[config.mk]
export PLATFORM = sky130hd
export DESIGN_NAME = hamming74_serial_rx
export DESIGN_NICKNAME = d
export VERILOG_FILES = /design/src/rtl/hamming74_serial_rx.sv
export SDC_FILE = /design/constraint.sdc
export NUM_CORES = 1
export LEC_CHECK = 0
export BUFFER_PORTS_ARGS = -buffer_cell sky130_fd_sc_hd__buf_2
export CELL_PAD_IN_SITES_DETAIL_PLACEMENT = 1
export CELL_PAD_IN_SITES_GLOBAL_PLACEMENT = 1
export CORE_MARGIN = 4
export CORE_UTILIZATION = 38
export DETAILED_ROUTE_END_ITERATION = 8
export HOLD_SLACK_MARGIN = 0.03
export PLACE_DENSITY_LB_ADDON = 0.1
export RECOVER_POWER = 100
export SETUP_SLACK_MARGIN = 0.05
export SLEW_MARGIN = 20
export SYNTH_ARGS = -nofsm -noshare
export SYNTH_HDL_FRONTEND = slang
export SYNTH_SLANG_ARGS = --single-unit
[constraint.sdc]
create_clock -name clk -period 1.85 [get_ports clk]
set_input_delay 0.4625 -clock clk [delete_from_list [all_inputs] [get_ports clk]]
set_output_delay 0.4625 -clock clk [all_outputs]
set_load 0.05 [all_outputs]
[src/rtl/hamming74_serial_rx.sv]
// Serial Hamming(7,4) receiver: deserialises c1..c7, corrects single-bit errors, presents 4-bit data.
// Output registered one edge after c7; with HOLD_UNTIL_READY a frame decoded while output is held unconsumed is dropped.
module hamming74_serial_rx #(
  parameter bit HOLD_UNTIL_READY = 1'b1
) (
  input  logic       clk,
  input  logic       rst_n,
  input  logic       serialIn,
  input  logic       bitValid,
  input  logic       frameStart,
  input  logic       dataReady,
  input  logic       clearFlags,
  output logic [3:0] dataOut,
  output logic       dataValid,
  output logic [2:0] syndrome,
  output logic       errCorrected,
  output logic       overflow,
  output logic       frameAbort
);

  typedef enum logic [1:0] {
    IDLE   = 2'd0,
    SHIFT  = 2'd1,
    DECODE = 2'd2
  } state_t;

  state_t      r_state;
  logic [6:0]  r_shift;   // r_shift[k-1] holds ck
  logic [2:0]  r_count;

  logic        w_start;
  logic [2:0]  w_syn;
  logic [6:0]  w_flip;
  logic [6:0]  w_cor;
  logic        w_drop;

  assign w_start = bitValid & frameStart;

  assign w_syn[0] = r_shift[0] ^ r_shift[2] ^ r_shift[4] ^ r_shift[6];
  assign w_syn[1] = r_shift[1] ^ r_shift[2] ^ r_shift[5] ^ r_shift[6];
  assign w_syn[2] = r_shift[3] ^ r_shift[4] ^ r_shift[5] ^ r_shift[6];

  always_comb begin
    w_flip = '0;
    if (w_syn != 3'd0) w_flip[w_syn - 3'd1] = 1'b1;
  end

  assign w_cor  = r_shift ^ w_flip;
  assign w_drop = HOLD_UNTIL_READY && dataValid && !dataReady;

  always_ff @(posedge clk or negedge rst_n) begin
    if (!rst_n) begin
      r_state      <= IDLE;
      r_shift      <= '0;
      r_count      <= '0;
      dataOut      <= '0;
      dataValid    <= 1'b0;
      syndrome     <= '0;
      errCorrected <= 1'b0;
      overflow     <= 1'b0;
      frameAbort   <= 1'b0;
    end else begin
      // Clears first so that a set event later in this block wins.
      if (clearFlags) begin
        overflow   <= 1'b0;
        frameAbort <= 1'b0;
      end
      if (!HOLD_UNTIL_READY) dataValid <= 1'b0;
      else if (dataValid && dataReady) dataValid <= 1'b0;

      case (r_state)
        IDLE: begin
          if (w_start) begin
            r_shift <= {6'b0, serialIn};
            r_count <= 3'd1;
            r_state <= SHIFT;
          end
        end
        SHIFT: begin
          if (w_start) begin
            frameAbort <= 1'b1;
            r_shift    <= {6'b0, serialIn};
            r_count    <= 3'd1;
          end else if (bitValid) begin
            r_shift[r_count] <= serialIn;
            if (r_count == 3'd6) begin
              r_count <= 3'd0;
              r_state <= DECODE;
            end else begin
              r_count <= r_count + 3'd1;
            end
          end
        end
        DECODE: begin
          if (w_drop) begin
            overflow <= 1'b1;
          end else begin
            dataOut      <= {w_cor[2], w_cor[4], w_cor[5], w_cor[6]};
            syndrome     <= w_syn;
            errCorrected <= (w_syn != 3'd0);
            dataValid    <= 1'b1;
          end
          if (w_start) begin
            r_shift <= {6'b0, serialIn};
            r_count <= 3'd1;
            r_state <= SHIFT;
          end else begin
            r_count <= 3'd0;
            r_state <= IDLE;
          end
        end
        default: begin
          r_count <= 3'd0;
          r_state <= IDLE;
        end
      endcase
    end
  end

endmodule
After elaboration in Yosys (flattened, before gate mapping)
Index checks and enable logic that the tools add are counted.
- mux-type cells: 31
- order comparisons: 4
- reduce and logical (&&, ||, !) cells: 13
- add/sub/neg operators: 2
- bitwise operators: 12
- equality and inequality tests: 9
- operators by type and width (kind ; count):
    $mux 7 ; 4
    $pmux 7 s2 ; 1
    $mux 1 ; 13
    $mux 3 ; 4
    $pmux 3 s3 ; 1
    $xor 1x1->1 ; 9
    $lt 3x4->1 const B ; 2
    $mux 2 ; 4
    $ne 2x2->1 const B ; 4
    $bwmux 7 ; 1
    $xor 7x7->7 ; 1
    $demux 1 s3 ; 2
    $ge 3x1->1 const B ; 2
    $pmux 2 s3 ; 1
    $logic_and 1x1->1 ; 4
    $reduce_and 2->1 ; 2
    $reduce_and 4->1 ; 1
    $add 3x1->3 const B ; 1
    $eq 3x3->1 const B ; 1
    $ne 3x3->1 const B ; 1
    $reduce_and 3->1 ; 1
    $reduce_bool 3->1 ; 1
    $sub 3x1->3 const B ; 1
    $eq 2x1->1 const B ; 1
    other kinds (8) ; 8
- output and inout port bits: 11
- register bits after elaboration: 23
- input port bits: 7

Logic depth before layout (Yosys ltp)
- word-level depth: 10
- mapped depth: 7

Worst setup path after synthesis
OpenSTA, ideal clock, no wires.
- path type: register to register
- start: register r_shift[2]
- end: register dataOut[3]
- data required time: 1.713 ns
- period minus slack after synthesis: 1.899 ns
- setup time: 0.137 ns
- data arrival time: 1.762 ns
- setup slack: -0.049 ns
- path buffers: 0
- stages on the path, launching flop included: 7
- path through: dfrtp_1 -> xnor2_2 -> xnor2_2 -> ha_1 -> nor4_1 -> xnor2_1 -> a21oi_1
- word-level cells in the longest chain between the ends: 10
- elaborated cells between the ends (all ways): 15
- those cells by class: add/sub: 1; order compare: 2; mux: 3; bitwise: 7; reduce/logical: 2
- ends and longest elaborated chain (element ; line ; RTL):
    from (decl) ; 28 ; logic [6:0] r_shift;
    from (signal assigned) ; 74 ; r_shift <= {6'b0, serialIn};
    from (signal assigned) ; 82 ; r_shift <= {6'b0, serialIn};
    from (signal, indexed assignment) ; 85 ; r_shift[r_count] <= serialIn;
    $xor 1x1->1 (on tied branches) (3 in series) ; 39, 40 ;
    $sub 3x1->3 ; 45 ; if (w_syn != 3'd0) w_flip[w_syn - 3'd1] = 1'b1;
    $lt 3x4->1 (implied by the code) / $ge 3x1->1 (equally long branches) ; 45 ;
    $logic_and 1x1->1 (implied by the code) ; 45 ;
    $mux 1 (implied by the code) ; 45 ;
    $demux 1 s3 ; 45 ;
    $mux 7 ; 45 ;
    $xor 7x7->7 * ; 48 ; assign w_cor = r_shift ^ w_flip;
    to (signal assigned) ; 98 ; dataOut <= {w_cor[2], w_cor[4], w_cor[5], w_cor[6]};
    to (decl) ; 13 ; output logic [3:0] dataOut,
Mark *: on every way between the ends. The rest lies on a longest branch, timed or not.
A chain may end at the register's enable or synchronous reset.

Worst setup path in the final report
Ends and elaborated chain as after synthesis.

==> impl_metrics.yaml <==
run_status:
  status: "finished, final reports clean"
finish:
  diodes: 0
  finalInstanceArea_um2: 1550
  drive_gt1_share_pct: 24.5
  nNetsFinal: 172
  final_cell_mix: "21 x dfrtp_1, 16 x nor2_1, 15 x clkbuf_1"
  area_growth_pct: 25.9
  mostFrequentLayoutCell: "dfrtp_1"
power_and_ir_drop:
  ir_drop_v: 0.000363
  power_density_nw_per_um2: 872
  p_leak_nw: 0.620
  total_power_mw: 1.35
clock_network:
  cts-root-buf: "clkbuf_4"
  clkTransAtPathRegs_ns: 0.13
  cts_htree_levels: 1
  cts_buffer_depth: 2
  clk_latency_ns: 0.30
  cts_tree: "done"
  cts.sinks: 23
  cts_buffers: 3
synth:
  synth.yosys.warnings: 0
  postSynthAreaPerCell_um2: 9.59
  async_flop_share_pct: 100
  synthCells: 128
  ys_ff_latch: 23
  syn_nets: 136
  ys_seq_area_share_pct: 46.9
  synthFlopType: "dfrtp_1"
  synth-edff-count: 0
  ys_types: 33
  syn-cell-area_um2: 1230
worst_setup_path:
  start_kind: "flip-flop"
  r2r_cells: 6
  regToRegSetupSlack_ns: 0.06
  r2r_start: "r_shift[2]"
  r2r_end: "dataOut[3]"
  path_common_cell: "xnor2_2"
  crit_required_ns: 2.06
  crit_fanout: 5
  worstSetupPathType: "reg2reg"
  end_kind: "flip-flop"
  critical_path_arrival_ns: 2.00
  slowest_delay_ns: 0.44
  slowest_stage: "dfrtp_1"
  crit_chain: "xnor2_2 > xnor2_2 > ha_4 > nor4_2 > xnor2_1 > a21oi_1"
floorplan:
  start_util_pct: 39.9
  ios: 18
  die_y_um: 64.8
  fp.dieW_um: 64.8
  rows: 20
  design.core.area_um2: 3080
  die_area_um2: 4200
sta:
  fmax_mhz: 558
  timing.final.crit_period_ns: 1.79
  finClkSkew_ns: 0.00166
  finalHoldViolations: 0
  tightestPinTransition_ns: 1.27
  rsz0062_at_grt: "yes"
  timing.hold.ws_ns: 0.393
  fin_crit_sh_pct: 96.8
  maxSlewHeadroom_pct: 15.6
  finalSetupViolCount: 0
  slew_violations: 0
global_route:
  grt_max_degree: 24
  antenna_found_initial: 0
  grt_pass1_vias: 1099
  grtUsageTotal_pct: 15.1
  grt-ovfl-total: 0
  grt_pass1_wl_um: 4950
detailed_routing:
  initialDrtViolationCount: 56
  num_vias: 1054
  drc: 0
  wl_um: 2930
  post_drt_wl_per_cell_um: 14.1
  vias_per_cell: 5.09
  drt-pass1-iter-count: 4
  drtAntennaViolNets: 0
placement:
  gp_congestion: 0.763
  dpl_cell_area_um2: 1500
  hpwl_um: 2230
  port_buffers: 17
run:
  max_cap_viol_count: 0
worst_hold_path:
  hp-class: "in2async"
==> critical path, delay by kind of cell, from the launching register on <==
family | cells | cell delay (ns)
simple gates | 1 | 0.29
flops | 1 | 0.44
compound gates | 1 | 0.08
fa+ha+maj | 1 | 0.26
xor+xnor | 3 | 0.63
==> logic make-up (layout without fill, tap and decap cells) <==
logic type	count (synthesis)	count (layout)	synth area share, %
buf+inv	6	41	1.94
compound gates	30	30	14.2
simple gates	51	51	20.3
mux	4	4	3.36
flops	23	23	46.9
fa+ha+maj	1	1	1.02
xor+xnor	13	13	12.3
==> Yosys cell counts (3+ instances only) <==
cell,count,area (µm²)
nand3_1,9,45.0
xnor2_2,3,48.8
a21oi_1,10,50.1
clkbuf_1,3,11.3
mux2i_1,3,30.0
nor2b_1,4,25.0
o21ai_0,8,40.0
nor3_1,3,15.0
dfrtp_1,23,576
nand2_1,9,33.8
nor2_1,16,60.1
nand2b_1,5,31.3
xnor2_1,6,52.6
a31oi_1,3,18.8
==> where the power goes <==
group	internal (mW)	switching, mW
clock	0.0806	0.153
sequential	0.534	0.0430
combinational	0.273	0.264
total	0.887	0.460
==> routing by layer <==
layer / track usage (%) / part of all wire [%] / vias up
li1: - / - / 517
met1: 18.1 / 43 / 515
met2: 27.5 / 53 / 20
met3: 2.43 / 3.3 / 2
met4: 4.49 / 0.61 / 0
met5: 0 / 0 / -
==> cell type report <==
type	count	area, µm²
clock buffer	3	22.5
clock inverter	1	5.00
fill	370	1530
inverter	2	7.51
multi-input combinational	99	686
sequential	23	578
tap	44	55.1
timing repair buffer	35	191
==> through the flow <==
step	util (%)	cells	setup TNS, ns	worst slack [ns]
5_1_grt	50.2	207	-0.160	-0.0737
4_1_cts	50.2	206	0	0.0515
3_5_place_dp	48.6	200	-0.00665	-0.00665
2_1_floorplan	-	128	0	0.0234
3_3_place_gp	48.6	200	0	0.0251
6_report	50.2	207	0	0.0585
==> how the worst max path moves through the flow <==
| stage | cells after the start | startpoint | end | slack (ns) |
|---|---|---|---|---|
| after floorplan | 6 | r_shift[4] | dataOut[3] | 0.02 |
| after global placement | 7 | r_shift[5] | dataOut[0] | 0.03 |
| after detailed placement | 7 | r_shift[5] | dataOut[0] | -0.007 |
| after CTS | 7 | r_shift[4] | dataOut[0] | 0.05 |
| after global routing | 7 | r_shift[2] | dataOut[0] | -0.07 |
| final | 6 | r_shift[2] | dataOut[3] | 0.06 |
==> registers in the layout, summed over array words and instances (netlist names), 2 cells and up <==
signal	count
r_count	3
syndrome	3
r_shift	7
r_state	2
dataOut	4
==> what timing repair did <==
action | CTS | global route
pin swaps | 3 | 4
setup endpoints to repair | 3 | 3
gates cloned | 0 | 0
setup buffers | 2 | 1
gates resized for setup | 2 | 4
hold buffers | 0 | 0
(Power assumes the default switching activity.)
